### config.mk
export PLATFORM = sky130hd
export DESIGN_NAME = stm_segment_ctrl_flat
export DESIGN_NICKNAME = d
export VERILOG_FILES = /design/src/rtl/stm_segment_ctrl_if.sv /design/src/rtl/stm_segment_ctrl.sv /design/src/flat_wrapper.sv
export SDC_FILE = /design/constraint.sdc
export NUM_CORES = 1
export LEC_CHECK = 0
export ABC_AREA = 1
export BUFFER_PORTS_ARGS = -buffer_cell sky130_fd_sc_hd__buf_2
export CAP_MARGIN = 40
export CORE_AREA = 5 5 121 123
export CTS_CLUSTER_SIZE = 28
export DETAILED_ROUTE_END_ITERATION = 8
export DIE_AREA = 0 0 126 128
export PLACE_DENSITY = 0.9
export SETUP_SLACK_MARGIN = 0.2
export SLEW_MARGIN = 20
export SYNTH_ARGS = -nofsm -noshare
export SYNTH_HDL_FRONTEND = slang
export SYNTH_SLANG_ARGS = --single-unit
### constraint.sdc
create_clock -name CLK -period 3.5 [get_ports CLK]
set_input_delay 0.35 -clock CLK [delete_from_list [all_inputs] [get_ports CLK]]
set_output_delay 0.35 -clock CLK [all_outputs]
set_load 0.1 [all_outputs]
### src/rtl/stm_segment_ctrl_if.sv
// stm_segment_ctrl_if: request/tick inputs, per-segment settings and status outputs
// of the STM segment controller.
//   master : drives UPDATE, REQ_*, CYCLE/REP/MODE/SOUND_SPEED; observes outputs
//   slave  : the controller itself
// With STM_SEGMENT_CTRL_IMMEDIATE_EN defined an extra REQ_IMMEDIATE input exists.
interface stm_segment_ctrl_if #(
  parameter int unsigned NUM_SEGMENTS = 4,
  parameter int unsigned IDX_W        = 16,
  parameter int unsigned SPEED_W      = 32
);
  localparam int unsigned SEG_W = $clog2(NUM_SEGMENTS);

  logic               UPDATE;
  logic               REQ_VALID;
  logic [SEG_W-1:0]   REQ_SEGMENT;
`ifdef STM_SEGMENT_CTRL_IMMEDIATE_EN
  logic               REQ_IMMEDIATE;
`endif
  logic [IDX_W-1:0]   CYCLE       [NUM_SEGMENTS];
  logic [15:0]        REP         [NUM_SEGMENTS];
  logic               MODE        [NUM_SEGMENTS];
  logic [SPEED_W-1:0] SOUND_SPEED [NUM_SEGMENTS];

  logic [SEG_W-1:0]   SEGMENT;
  logic [IDX_W-1:0]   IDX;
  logic               MODE_OUT;
  logic [SPEED_W-1:0] SOUND_SPEED_OUT;
  logic               START;
  logic               STOP;
  logic               LOOP_DONE;
  logic               REQ_ERR;

  modport master (
`ifdef STM_SEGMENT_CTRL_IMMEDIATE_EN
    output REQ_IMMEDIATE,
`endif
    output UPDATE, REQ_VALID, REQ_SEGMENT, CYCLE, REP, MODE, SOUND_SPEED,
    input  SEGMENT, IDX, MODE_OUT, SOUND_SPEED_OUT, START, STOP, LOOP_DONE, REQ_ERR
  );

  modport slave (
`ifdef STM_SEGMENT_CTRL_IMMEDIATE_EN
    input  REQ_IMMEDIATE,
`endif
    input  UPDATE, REQ_VALID, REQ_SEGMENT, CYCLE, REP, MODE, SOUND_SPEED,
    output SEGMENT, IDX, MODE_OUT, SOUND_SPEED_OUT, START, STOP, LOOP_DONE, REQ_ERR
  );
endinterface

### src/rtl/stm_segment_ctrl.sv
// stm_segment_ctrl: steps an index through the active STM segment on every UPDATE
// tick, counts loop repetitions and switches segments on request at a wrap.
// Ports:
//   CLK, RST : rising-edge clock, asynchronous active-high reset
//   bus      : stm_segment_ctrl_if.slave (UPDATE, REQ_*, per-segment CYCLE/REP/
//              MODE/SOUND_SPEED in; SEGMENT, IDX, MODE_OUT, SOUND_SPEED_OUT,
//              START, STOP, LOOP_DONE, REQ_ERR out, all registered)
// Optional: STM_SEGMENT_CTRL_IMMEDIATE_EN adds REQ_IMMEDIATE, which lets a request
//   take effect on the next UPDATE instead of waiting for a wrap.
module stm_segment_ctrl #(
  parameter int unsigned NUM_SEGMENTS = 4,
  parameter int unsigned IDX_W        = 16,
  parameter int unsigned SPEED_W      = 32
) (
  input  logic                  CLK,
  input  logic                  RST,
  stm_segment_ctrl_if.slave     bus
);
  localparam int unsigned SEG_W = $clog2(NUM_SEGMENTS);
  localparam int unsigned CNT_W = 16;

  localparam logic [1:0] S_IDLE    = 2'd0;
  localparam logic [1:0] S_RUN     = 2'd1;
  localparam logic [1:0] S_PENDING = 2'd2;
  localparam logic [1:0] S_STOPPED = 2'd3;

  localparam logic [CNT_W-1:0] REP_INF   = 16'hFFFF;
  localparam logic [SEG_W:0]   SEG_LIMIT = (SEG_W+1)'(NUM_SEGMENTS);

  logic [1:0]         state_q, state_d;
  logic [SEG_W-1:0]   seg_q, seg_d;
  logic [IDX_W-1:0]   idx_q, idx_d;
  logic               mode_q, mode_d;
  logic [SPEED_W-1:0] speed_q, speed_d;
  logic [CNT_W-1:0]   cnt_q, cnt_d;
  logic               req_vld_q, req_vld_d;
  logic [SEG_W-1:0]   req_seg_q, req_seg_d;
  logic               req_imm_q, req_imm_d;
  logic               start_q;
  logic               loop_done_q, loop_done_d;
  logic               req_err_q, req_err_d;
  logic               stop_q, stop_d;

  logic               req_ok_c;
  logic               at_end_c;
  logic               load_c;
  logic               req_imm_in_c;

`ifdef STM_SEGMENT_CTRL_IMMEDIATE_EN
  assign req_imm_in_c = bus.REQ_IMMEDIATE;
`else
  assign req_imm_in_c = 1'b0;
`endif

  // Next-state: the UPDATE is applied under the current state first, then any
  // request arriving in the same cycle is registered on top of that result.
  always_comb begin
    state_d     = state_q;
    seg_d       = seg_q;
    idx_d       = idx_q;
    mode_d      = mode_q;
    speed_d     = speed_q;
    cnt_d       = cnt_q;
    req_vld_d   = req_vld_q;
    req_seg_d   = req_seg_q;
    req_imm_d   = req_imm_q;
    loop_done_d = 1'b0;
    load_c      = 1'b0;

    req_ok_c  = bus.REQ_VALID && ({1'b0, bus.REQ_SEGMENT} < SEG_LIMIT);
    req_err_d = bus.REQ_VALID && !req_ok_c;
    at_end_c  = (idx_q == bus.CYCLE[seg_q]);

    if (bus.UPDATE) begin
      case (state_q)
        S_IDLE, S_STOPPED: load_c = req_vld_q;
        S_RUN: begin
          if (at_end_c) begin
            loop_done_d = 1'b1;
            // Out of repetitions: park on the last index instead of wrapping.
            if (cnt_q == '0 && bus.REP[seg_q] != REP_INF) begin
              state_d = S_STOPPED;
            end else begin
              idx_d = '0;
              if (cnt_q != '0) cnt_d = cnt_q - CNT_W'(1);
            end
          end else begin
            idx_d = idx_q + IDX_W'(1);
          end
        end
        S_PENDING: begin
          if (at_end_c || req_imm_q) begin
            loop_done_d = at_end_c;
            load_c      = 1'b1;
          end else begin
            idx_d = idx_q + IDX_W'(1);
          end
        end
        default: state_d = S_IDLE;
      endcase
    end

    // Switch to the stored segment with freshly latched settings.
    if (load_c) begin
      state_d   = S_RUN;
      seg_d     = req_seg_q;
      idx_d     = '0;
      mode_d    = bus.MODE[req_seg_q];
      speed_d   = bus.SOUND_SPEED[req_seg_q];
      cnt_d     = bus.REP[req_seg_q];
      req_vld_d = 1'b0;
      req_imm_d = 1'b0;
    end

    // Last valid request wins; a running segment waits for it in PENDING.
    if (req_ok_c) begin
      req_vld_d = 1'b1;
      req_seg_d = bus.REQ_SEGMENT;
      req_imm_d = req_imm_in_c;
      if (state_d == S_RUN) state_d = S_PENDING;
    end

    stop_d = (state_d == S_IDLE) || (state_d == S_STOPPED);
  end

  // State and output registers.
  always_ff @(posedge CLK or posedge RST) begin
    if (RST) begin
      state_q     <= S_IDLE;
      seg_q       <= '0;
      idx_q       <= '0;
      mode_q      <= 1'b0;
      speed_q     <= '0;
      cnt_q       <= '0;
      req_vld_q   <= 1'b0;
      req_seg_q   <= '0;
      req_imm_q   <= 1'b0;
      start_q     <= 1'b0;
      loop_done_q <= 1'b0;
      req_err_q   <= 1'b0;
      stop_q      <= 1'b1;
    end else begin
      state_q     <= state_d;
      seg_q       <= seg_d;
      idx_q       <= idx_d;
      mode_q      <= mode_d;
      speed_q     <= speed_d;
      cnt_q       <= cnt_d;
      req_vld_q   <= req_vld_d;
      req_seg_q   <= req_seg_d;
      req_imm_q   <= req_imm_d;
      start_q     <= bus.UPDATE;
      loop_done_q <= loop_done_d;
      req_err_q   <= req_err_d;
      stop_q      <= stop_d;
    end
  end

  assign bus.SEGMENT         = seg_q;
  assign bus.IDX             = idx_q;
  assign bus.MODE_OUT        = mode_q;
  assign bus.SOUND_SPEED_OUT = speed_q;
  assign bus.START           = start_q;
  assign bus.STOP            = stop_q;
  assign bus.LOOP_DONE       = loop_done_q;
  assign bus.REQ_ERR         = req_err_q;
endmodule

### src/flat_wrapper.sv
// flat-port wrapper written by rule: the top's interface ports become plain ports
module stm_segment_ctrl_flat 
#(
  parameter int unsigned NUM_SEGMENTS = 4,
  parameter int unsigned IDX_W        = 16,
  parameter int unsigned SPEED_W      = 32
)
  (CLK, RST, bus_UPDATE, bus_REQ_VALID, bus_REQ_SEGMENT, bus_CYCLE, bus_REP, bus_MODE, bus_SOUND_SPEED, bus_SEGMENT, bus_IDX, bus_MODE_OUT, bus_SOUND_SPEED_OUT, bus_START, bus_STOP, bus_LOOP_DONE, bus_REQ_ERR);
  stm_segment_ctrl_if #(.NUM_SEGMENTS(NUM_SEGMENTS), .IDX_W(IDX_W), .SPEED_W(SPEED_W)) bus_i ();
  input  logic CLK;
  input  logic RST;
  input wire logic [$bits(bus_i.UPDATE)-1:0] bus_UPDATE;
  input wire logic [$bits(bus_i.REQ_VALID)-1:0] bus_REQ_VALID;
  input wire logic [$bits(bus_i.REQ_SEGMENT)-1:0] bus_REQ_SEGMENT;
  input wire logic [$bits(bus_i.CYCLE)-1:0] bus_CYCLE;
  input wire logic [$bits(bus_i.REP)-1:0] bus_REP;
  input wire logic [$bits(bus_i.MODE)-1:0] bus_MODE;
  input wire logic [$bits(bus_i.SOUND_SPEED)-1:0] bus_SOUND_SPEED;
  output wire logic [$bits(bus_i.SEGMENT)-1:0] bus_SEGMENT;
  output wire logic [$bits(bus_i.IDX)-1:0] bus_IDX;
  output wire logic [$bits(bus_i.MODE_OUT)-1:0] bus_MODE_OUT;
  output wire logic [$bits(bus_i.SOUND_SPEED_OUT)-1:0] bus_SOUND_SPEED_OUT;
  output wire logic [$bits(bus_i.START)-1:0] bus_START;
  output wire logic [$bits(bus_i.STOP)-1:0] bus_STOP;
  output wire logic [$bits(bus_i.LOOP_DONE)-1:0] bus_LOOP_DONE;
  output wire logic [$bits(bus_i.REQ_ERR)-1:0] bus_REQ_ERR;
  assign bus_i.UPDATE = bus_UPDATE;
  assign bus_i.REQ_VALID = bus_REQ_VALID;
  assign bus_i.REQ_SEGMENT = bus_REQ_SEGMENT;
  assign bus_i.CYCLE = {>>{bus_CYCLE}};
  assign bus_i.REP = {>>{bus_REP}};
  assign bus_i.MODE = {>>{bus_MODE}};
  assign bus_i.SOUND_SPEED = {>>{bus_SOUND_SPEED}};
  assign bus_SEGMENT = bus_i.SEGMENT;
  assign bus_IDX = bus_i.IDX;
  assign bus_MODE_OUT = bus_i.MODE_OUT;
  assign bus_SOUND_SPEED_OUT = bus_i.SOUND_SPEED_OUT;
  assign bus_START = bus_i.START;
  assign bus_STOP = bus_i.STOP;
  assign bus_LOOP_DONE = bus_i.LOOP_DONE;
  assign bus_REQ_ERR = bus_i.REQ_ERR;
  stm_segment_ctrl #(.NUM_SEGMENTS(NUM_SEGMENTS), .IDX_W(IDX_W), .SPEED_W(SPEED_W)) u_core (.CLK(CLK), .RST(RST), .bus(bus_i));
endmodule
# Word level (Yosys, flattened, before mapping)
# Index checks and enable logic that the tools add are counted.
# Widths: inputs -> output; s select.
[op_classes]
n_addsub = 2
n_lt_le_gt_ge = 2
eq_ne = 10
mux = 44
n_bitwise = 2
n_reduce_logical = 16
[op_table]
columns = ["operator", "count"]
rows = [
  ["$mux 16", 17],
  ["$bmux 16 s2", 3],
  ["$bmux 32 s2", 1],
  ["$mux 32", 2],
  ["$pmux 16 s2", 1],
  ["$add 16x1->16 const B", 1],
  ["$eq 16x16->1", 1],
  ["$logic_not 16->1", 1],
  ["$ne 16x16->1 const B", 1],
  ["$reduce_bool 16->1", 1],
  ["$sub 16x1->16 const B", 1],
  ["$mux 2", 7],
  ["$mux 1", 10],
  ["$reduce_bool 2->1", 5],
  ["$eq 2x2->1 const B", 3],
  ["$ge 3x3->1 const B", 2],
  ["$not 2->3", 2],
  ["$reduce_and 5->1", 1],
  ["$eq 2x1->1 const B", 2],
  ["$logic_not 2->1", 2],
  ["$ne 4x4->1 const B", 1],
  ["$pmux 1 s2", 2],
  ["$reduce_and 4->1", 1],
  ["$ne 3x2->1 const B", 1],
  ["other kinds (6)", 7],
]
[word_totals]
regBits = 76
input_bits = 266
out_inout_bits = 55
wordCells = 88

# Depth between registers and ports, before layout
# Gate-level depths: netlist of run 1.
[logic_depth]
word_depth = 16
depth_mapped = 20
ltp_nobuf = 17

# Worst setup path after synthesis of run 1
# OpenSTA, ideal clock, no wires.
[synth_timing]
path_kind = "flip-flop to flip-flop"
from = "reg u_core.seg_q[0] (netlist: u_core.bus.SEGMENT[0])"
to = "reg u_core.speed_q[18] (netlist: u_core.bus.SOUND_SPEED_OUT[18])"
setup_time_ps = 130
t_arrival_ps = 2684
required_ps = 3370
setup_slack_ps = 686
stages_incl_launch_ff = 18
n_path_buf = 4
synth_period_minus_slack_ps = 2814
cell_sequence = "dfrtp_1 buf_4 buf_2 nand2_1 nand3_1 nand2_1 nand2_1 nand2_1 nor2_1 nand2_1 nor2_2 nand3_2 nand2_4 nand2_2 buf_6 buf_4 nand2_1 o21ai_1"
[synth_between]
elab_chain_cells = 9
[synth_rtl]
columns = ["item", "line_no", "rtl"]
rows = [
  ["start, declared", "stm_segment_ctrl.sv:31", "logic [SEG_W-1:0] seg_q, seg_d;"],
  ["start signal, assigned", "stm_segment_ctrl.sv:144", "seg_q <= seg_d;"],
  ["$not 2->3 (implied by the code)", "stm_segment_ctrl.sv:72", "at_end_c = (idx_q == bus.CYCLE[seg_q]);"],
  ["$bmux 16 s2", "stm_segment_ctrl.sv:72", ""],
  ["$mux 16 (implied by the code) (2 in series)", "stm_segment_ctrl.sv:72", ""],
  ["$eq 16x16->1", "stm_segment_ctrl.sv:72", ""],
  ["$logic_or 1x1->1", "stm_segment_ctrl.sv:92", "if (at_end_c || req_imm_q) begin"],
  ["$mux 1", "stm_segment_ctrl.sv:92", ""],
  ["$pmux 1 s2", "stm_segment_ctrl.sv:75", "case (state_q)"],
  ["$mux 1", "stm_segment_ctrl.sv:74", "if (bus.UPDATE) begin"],
  ["end signal, assigned", "stm_segment_ctrl.sv:147", "speed_q <= speed_d;"],
  ["end, declared", "stm_segment_ctrl.sv:34", "logic [SPEED_W-1:0] speed_q, speed_d;"],
]
# Every way passes these cells. The select of a mux whose other input is x is not followed.
# A chain may end at the register's enable or synchronous reset.

# Final worst setup path of run 1
[layout_timing]
from = "reg u_core.seg_q[0] (netlist: u_core.bus.SEGMENT[0])"
to = "reg u_core.cnt_q[10]"
[layout_between]
elab_chain_cells = 11
word_cells_on_any_way = 21
cone_classes = "eq/ne: 3; mux: 10; bitwise: 1; reduce/logical: 7"
[layout_rtl]
columns = ["item", "line_no", "rtl"]
rows = [
  ["$not 2->3 (implied by the code) *", "stm_segment_ctrl.sv:72, stm_segment_ctrl.sv:81", ""],
  ["$bmux 16 s2", "stm_segment_ctrl.sv:72", ""],
  ["$mux 16 (implied by the code) (2 in series)", "stm_segment_ctrl.sv:72", ""],
  ["$eq 16x16->1", "stm_segment_ctrl.sv:72", ""],
  ["$logic_or 1x1->1", "stm_segment_ctrl.sv:92", ""],
  ["$mux 1", "stm_segment_ctrl.sv:92", ""],
  ["$pmux 1 s2", "stm_segment_ctrl.sv:75", ""],
  ["$mux 1", "stm_segment_ctrl.sv:74", ""],
  ["$ne 2x1->1 (no source line) / $reduce_bool 2->1 (equally long branches)", "n/a", ""],
  ["$reduce_and 5->1 (no source line)", "n/a", ""],
  ["end signal, assigned", "stm_segment_ctrl.sv:148", "cnt_q <= cnt_d;"],
  ["end, declared", "stm_segment_ctrl.sv:35", "logic [CNT_W-1:0] cnt_q, cnt_d;"],
]
# Mark *: on every way between the ends. The rest lies on a longest branch, timed or not. The select of a mux whose other input is x is not followed.

==> run metrics, run 1 <==
Fin. Hold Viols 0; GRT Util Overall 26.8%; pins over their slew limit 0; CTS buffer count 9; hold_buf cts 0; setup total negative slack 0 ns; first-pass GRT wire length 35.7 mm; port bufs 319; drt first pass iters 8; Period Utilization, post-route 83.8%; H-Tree Depth 3; Buf+Inv Stages, Crit Path 2; P per Cell Area 804 nW/µm²; Mapped Area around 6300 µm²; Compound-Gate Fraction of Synth Area 17.3%; post-synthesis mux area share 0%; post-DR wirelength/cell 15.6 µm; Register-to-Register Setup Slack 0.57 ns; total global routing overflow 0; Ys Warns 0; ANT cells 0; Synth async-reset ratio 100%; run status complete, no violations; Crit. End Element flip-flop; Seq pwr share 22.0%; gpl congestion ~0.95; Syn Inst Count 999; post-synth top area cell dfrtp_1; via count 8,021; Initial Utilization 46.8%; post-route antenna net violation count 0; power share of the combinational group 63.4%; Worst R2R End u_core.cnt_q[10]; Yosys top cell area share around 30%; Fillers 1,255; crit path kind reg -> reg; number of flops mapped to enable cells by yosys 0; Primary FF master, synth dfrtp_1; Sw Share 57.3%; CP cell instances buf_4 -> nand2_1 -> nand3_1 -> nand2_1 -> nand2_1 -> nand2_1 -> nor2_1 -> nand2_1 -> nor2_2 -> nand3_2 -> nand2_4 -> nand2_4 -> buf_4 -> nand2_1 -> nand2_1 -> nand2_1 -> nand2_1; Via-to-Cell Ratio 5.49; die area 16,100 µm²; Seq/Total Area, Yosys 29.6%; vias in the first global route 7,413; post-synthesis simple-gate area fraction about two fifths; hold crit path type in -> async; clock sinks 75; CP Launch Type flip-flop; Slowest Stage Delay on Critical Path 0.52 ns; slowest CP cell dfrtp_2; CTS tree yes; Worst-path clk slew 0.06 ns; Worst R2R Path Depth 17; critical-path maximum fanout 41; root buffer selected by CTS clkbuf_16; Routed WL 22.8 mm; Layout area overhead 30.3%; syn_area_per_cell 6.36 µm²; Clk Latency, worst-skew pair 0.33 ns; largest family of logic cells by synthesized area simple AND/OR/NAND/NOR gates; Fin Hold WS 0.0226 ns; hpwl dp 17.4 mm; Switch Pwr 0.00381 W; Synth area leaders dfrtp_1, nand2_1, nand3_1; fmax 0.341 GHz; worst slew pin tran approximately 0.74 ns; Chip Height 128 µm; Core Box Area 13,600 µm²; crit path DAT 3.15 ns; reg2reg start u_core.bus.SEGMENT[0]; Leak 4.48 nW; initial antenna violation count 1; most numerous cell on the critical path nand2_1; clock tree buffer depth 2; Synth Area in Adders 0.985%; pin count of the biggest net entering global routing 98; Max IR drop VDD roughly 0.00074 V; Crit path required time approximately 3.7 ns; Relative slew margins 50.9%; Cell Int Power 0.00284 W; clock skew between 0.007 and 0.008 ns; final setup violation count 0; flops & latches, synth 75; # Max-Cap Violations 0; clock power share 14.6%; Post-Synthesis Net Count 1,270; Die X between 100 and 150 µm; XOR/XNOR share of the synthesized area around 2.8%; critical path's top delay family simple AND/OR/NAND/NOR gates; layout cells sized above 1 a little under 30%; Min Clock Period, post-route 2.93 ns; I/O Pins 321; RSZ-0062 raised after global routing false; Iter 0 DRT Violations between 700 and 800; Nets 1,548; DRC 0; Rows 43; Yosys cell types 38
==> synthesized netlist by cell type (3+ instances only) <==
| library cell | instances |
|---|---|
| dfrtp_1 | 74 |
| nand3_1 | 115 |
| ha_1 | 5 |
| o21ai_0 | 33 |
| buf_4 | 8 |
| inv_1 | 54 |
| clkbuf_1 | 38 |
| nor4_1 | 4 |
| xor2_1 | 18 |
| o22ai_1 | 10 |
| a21oi_1 | 47 |
| buf_2 | 5 |
| nor2_1 | 59 |
| a32o_1 | 38 |
| o21ai_1 | 29 |
| buf_6 | 11 |
| nand3b_1 | 6 |
| inv_2 | 3 |
| nand4_1 | 22 |
| nand2_1 | 380 |
| o21ai_2 | 9 |
| nor3_1 | 10 |
==> logic make-up (layout without fill, tap and decap cells) <==
family,Yosys count,in the layout
AO/OA/AOI/OAI,170,170
AND/OR/NAND/NOR,605,605
other,1,1
buffers and inverters,123,406
adder cells (fa/ha/maj),5,5
XOR/XNOR,20,20
flip-flops,75,75
==> timing repair <==
| action | CTS | global route |
|---|---|---|
| endpoints found under the hold margin | 0 | 0 |
| setup endpoints to repair | 0 | 4 |
| buffers inserted | 0 | 0 |
| gates resized for setup | 0 | 1 |
==> routing by layer <==
metal	track usage, %	wire length, µm	vias up
met5	0	7	-
met4	12.2	849	2
met3	5.21	1960	62
met2	43.6	10900	414
met1	34.6	9050	3643
li1	-	-	3900
==> final cells by class <==
class / count / area, µm² / share of cell area (%)
clock inverters: 5 / 77.6 / 0.938
multi-input cells: 801 / 3890 / 47.1
inverters: 59 / 225 / 2.72
well taps: 180 / 225 / 2.72
repair buffers: 331 / 1740 / 21.0
clock buffers: 11 / 233 / 2.81
flip-flops and latches: 75 / 1880 / 22.7
==> cell usage in the layout (no fill, tap or decap), drive strengths merged, types with 2 or more instances in the layout <==
cell type,instances
nand2,383
buf,331
nand3,117
dfrtp,74
o21ai,71
nor2,61
inv,57
a21oi,48
a32o,38
nand4,22
xor2,18
clkbuf,11
nor3,10
o22ai,10
nand3b,6
ha,5
nor4,4
clkinv,4
xnor2,2
bufinv,2
==> power by group through the flow <==
| stage | Combinational [W] | Sequential (W) | Clock (W) |
|---|---|---|---|
| after floorplan | 0.00201 | 0.00290 | 0 |
| after global placement | 0.00412 | 0.00145 | 0 |
| after global routing | 0.00458 | 0.00150 | 0.00103 |
| after CTS | 0.00420 | 0.00145 | 0.000983 |
| after detailed placement | 0.00420 | 0.00146 | 0 |
| final | 0.00421 | 0.00146 | 0.000973 |
==> flip-flops by register name, summed over array words and instances, names as in the netlist, 2 cells and up <==
| register | count |
|---|---|
| u_core.req_seg_q | 2 |
| u_core.cnt_q | 16 |
| u_core.bus.SEGMENT | 2 |
| u_core.bus.IDX | 16 |
| u_core.bus.SOUND_SPEED_OUT | 32 |
| u_core.state_q | 2 |
==> how the worst max path moves through the flow <==
stage                                      from                             end  slack (ns)  cells after the start
final                     u_core.bus.SEGMENT[0]                u_core.cnt_q[10]        0.57                     17
after global placement    u_core.bus.SEGMENT[0]                 u_core.cnt_q[8]        0.61                     17
after CTS                 u_core.bus.SEGMENT[0]                u_core.cnt_q[10]        0.49                     17
after floorplan           u_core.bus.SEGMENT[0]  u_core.bus.SOUND_SPEED_OUT[18]        0.69                     17
after global routing      u_core.bus.SEGMENT[0]                u_core.cnt_q[10]        0.24                     17
after detailed placement  u_core.bus.SEGMENT[0]                u_core.cnt_q[13]        0.52                     17
==> metrics by stage <==
stage	util, %	power [W]	cell area [µm²]	instances	worst slack [ns]
3_3_place_gp	58.6	0.00557	7940	1445	0.607
6_report	61.0	0.00665	8270	1462	0.565
4_1_cts	60.9	0.00664	8250	1461	0.493
2_1_floorplan	-	0.00490	6350	999	0.686
3_5_place_dp	58.6	0.00565	7940	1445	0.521
5_1_grt	61.0	0.00712	8270	1462	0.235
Power figures use the tool's default switching activity.
==> run 2, diff against run 1 <==
CORE_AREA = default   (was 5 5 121 123)
CORE_MARGIN = 5   (was default)
CORE_UTILIZATION = 43   (was default)
DIE_AREA = default   (was 0 0 126 128)
PLACE_DENSITY = 0.86   (was 0.9)
clock period = 2.5 ns   (was 3.5 ns; I/O delays follow)
==> run metrics, run 2 (synthesis gave the netlist of run 1 again) <==
run status complete, no violations; crit path kind reg -> reg; Worst R2R End u_core.bus.IDX[13]; die area 17,300 µm² (+7.3%); gpl congestion 0.935 (-1.1%); placed cell area 8190 µm² (+3.1%); final setup violation count 0 (unchanged); GRT Util Overall 25.8% (-1.0 points); Nets 1,582 (+2.2%); crit path launch u_core.bus.SEGMENT[0]; RSZ-0062 raised after global routing true; CP Launch Type flip-flop; Core Box Area 14,500 µm² (+7.2%); P per Cell Area 1160 nW/µm² (+44%); H-Tree Depth 3 (unchanged); worst slew pin tran 0.781 ns (+0.0446 ns); Leak 4.83 nW (+7.9%); Iter 0 DRT Violations 717 (-4.1%); Clk Latency, worst-skew pair 0.35 ns (+0.02 ns); Via-to-Cell Ratio 5.61 (+2.3%); pins over their slew limit 0 (unchanged); post-route antenna net violation count 0 (unchanged); CP endpoint u_core.bus.IDX[13]; first-pass GRT wire length 37.5 mm (+5.0%); post-DR wirelength/cell 17.3 µm (+11%); I/O Pins 321 (unchanged); drt first pass iters 5 (-3); clock tree buffer depth 2 (unchanged); Rows 44 (+2.3%); met3 Use GR 6.38% (+1.2 points); hold crit path type in -> reg; Crit path required time 2.73 ns (-0.99 ns); crit path DAT 2.71 ns (-0.44 ns); Fin. Hold Viols 0 (unchanged); clock skew 0.00673 ns (-0.000829 ns); pin count of the biggest net entering global routing 98 (unchanged); commonest non-fill, non-tap cell in the layout nand2_1; via count 8,431 (+5.1%); Max IR drop VDD 0.000808 V (+8.7%); Crit. End Element flip-flop; Chip Height 132 µm (+2.8%); DRC 0 (unchanged); vias in the first global route 7,593 (+2.4%); met2 usage 43.4% (-0.26 points); max FFs per register 32 (unchanged); critical-path maximum fanout 17 (-59%); reg2reg start u_core.bus.SEGMENT[0]; fmax 0.405 GHz (+19%); post-route cell area 9100 µm² (+10%); commonest non-fill, non-tap cells in the layout nand2_1, buf_2, nand3_1; CTS buffer count 9 (unchanged); Relative slew margins 47.8% (-3.2 points); initial antenna violation count 4 (+3); M1 GR Usage 32.0% (-2.6 points); hpwl dp 18.0 mm (+3.5%); Routed WL 26.0 mm (+14%); root buffer selected by CTS clkbuf_16; port bufs 319 (unchanged); dpl ws 0.149 ns (-0.372 ns); Period Utilization, post-route 98.8% (+15 points); # Max-Cap Violations 0 (unchanged); layout cells sized above 1 35.6% (+6.6 points); Initial Utilization 43.7% (-3.1 points); setup slack after layout 0.0293 ns (-0.536 ns); clock sinks 75 (unchanged); Die X 132 µm (+4.4%); Min Clock Period, post-route 2.47 ns (-0.464 ns); Worst-path clk slew 0.06 ns (about the same); Worst R2R Path Depth 16 (-1); busiest grt layer met2; Register-to-Register Setup Slack 0.03 ns (-0.54 ns); total global routing overflow 0 (unchanged); Layout area overhead 43.3%; CTS tree yes
-- run 2: timing repair --
action / 4_1_cts / 5_1_grt
gates resized for setup: 3 / 63
hold buffers: 1 / 0
setup endpoints to repair: 16 / 71
gates cloned: 0 / 13
buffers inserted: 0 / 12
pin swaps: 0 / 15
endpoints found under the hold margin: 31 / 0
-- run 2: final cells by class --
type	instances	area, µm²
antenna	2	5.00
tap	184	230
timing repair buffer	362	2190
clock buffer	12	267
clock inverter	4	47.5
sequential	75	1890
timing repair inverter	1	16.3
inverter	59	245
multi-input combinational	803	4200
fill	1293	5430
-- run 2: power by group --
| group | switching (W) | internal, W | total [W] |
|---|---|---|---|
| logic | 0.00504 | 0.00207 | 0.00711 |
| registers | 0.000360 | 0.00168 | 0.00204 |
| clock network | 0.000536 | 0.000852 | 0.00139 |
| total | 0.00594 | 0.00461 | 0.0105 |
-- run 2: per-layer routing --
metal  wire (µm)  vias to the layer above
li1            -                     3980
met1       10000                     3877
met2       12500                      483
met3        2530                       85
met4         979                        6
met5          28                        -
-- run 2: worst min-delay path by stage --
| stage | start | endpoint | depth (start not counted) |
|---|---|---|---|
| floorplan | bus_UPDATE | u_core.bus.START | 0 |
| global placement | RST | u_core.bus.SOUND_SPEED_OUT[5] | 2 |
| detailed placement | RST | u_core.bus.SOUND_SPEED_OUT[3] | 2 |
| CTS | bus_UPDATE | u_core.bus.START | 1 |
| global route | bus_UPDATE | u_core.bus.START | 1 |
| finish | bus_UPDATE | u_core.bus.START | 1 |
-- run 2: worst max-delay path: stages, from the launching register on --
cell and delay [ns]:
dfrtp_4 0.53, buf_4 0.18, clkinv_8 0.09, nand2_1 0.06
nand3_1 0.09, nand2_1 0.07, nand2_1 0.07, nand2_1 0.09
nor2_4 0.12, nand2_2 0.08, nor2_4 0.14, nand3_2 0.11
nand2_4 0.15, nand2_4 0.16, buf_12 0.22, nand4_1 0.12
nand2_2 0.07
-- run 2: through the flow --
step | util (%) | instances | hold WS, ns | power, W | setup TNS, ns
floorplan | - | 999 | 0.281 | 0.00702 | 0
finish | 62.6 | 1502 | 0.118 | 0.0105 | 0
detailed placement | 56.3 | 1458 | 0.325 | 0.00817 | 0
CTS | 58.7 | 1475 | 0.0853 | 0.00960 | 0
global placement | 56.3 | 1458 | 0.322 | 0.00806 | 0
global route | 62.6 | 1501 | 0.112 | 0.0111 | -0.123
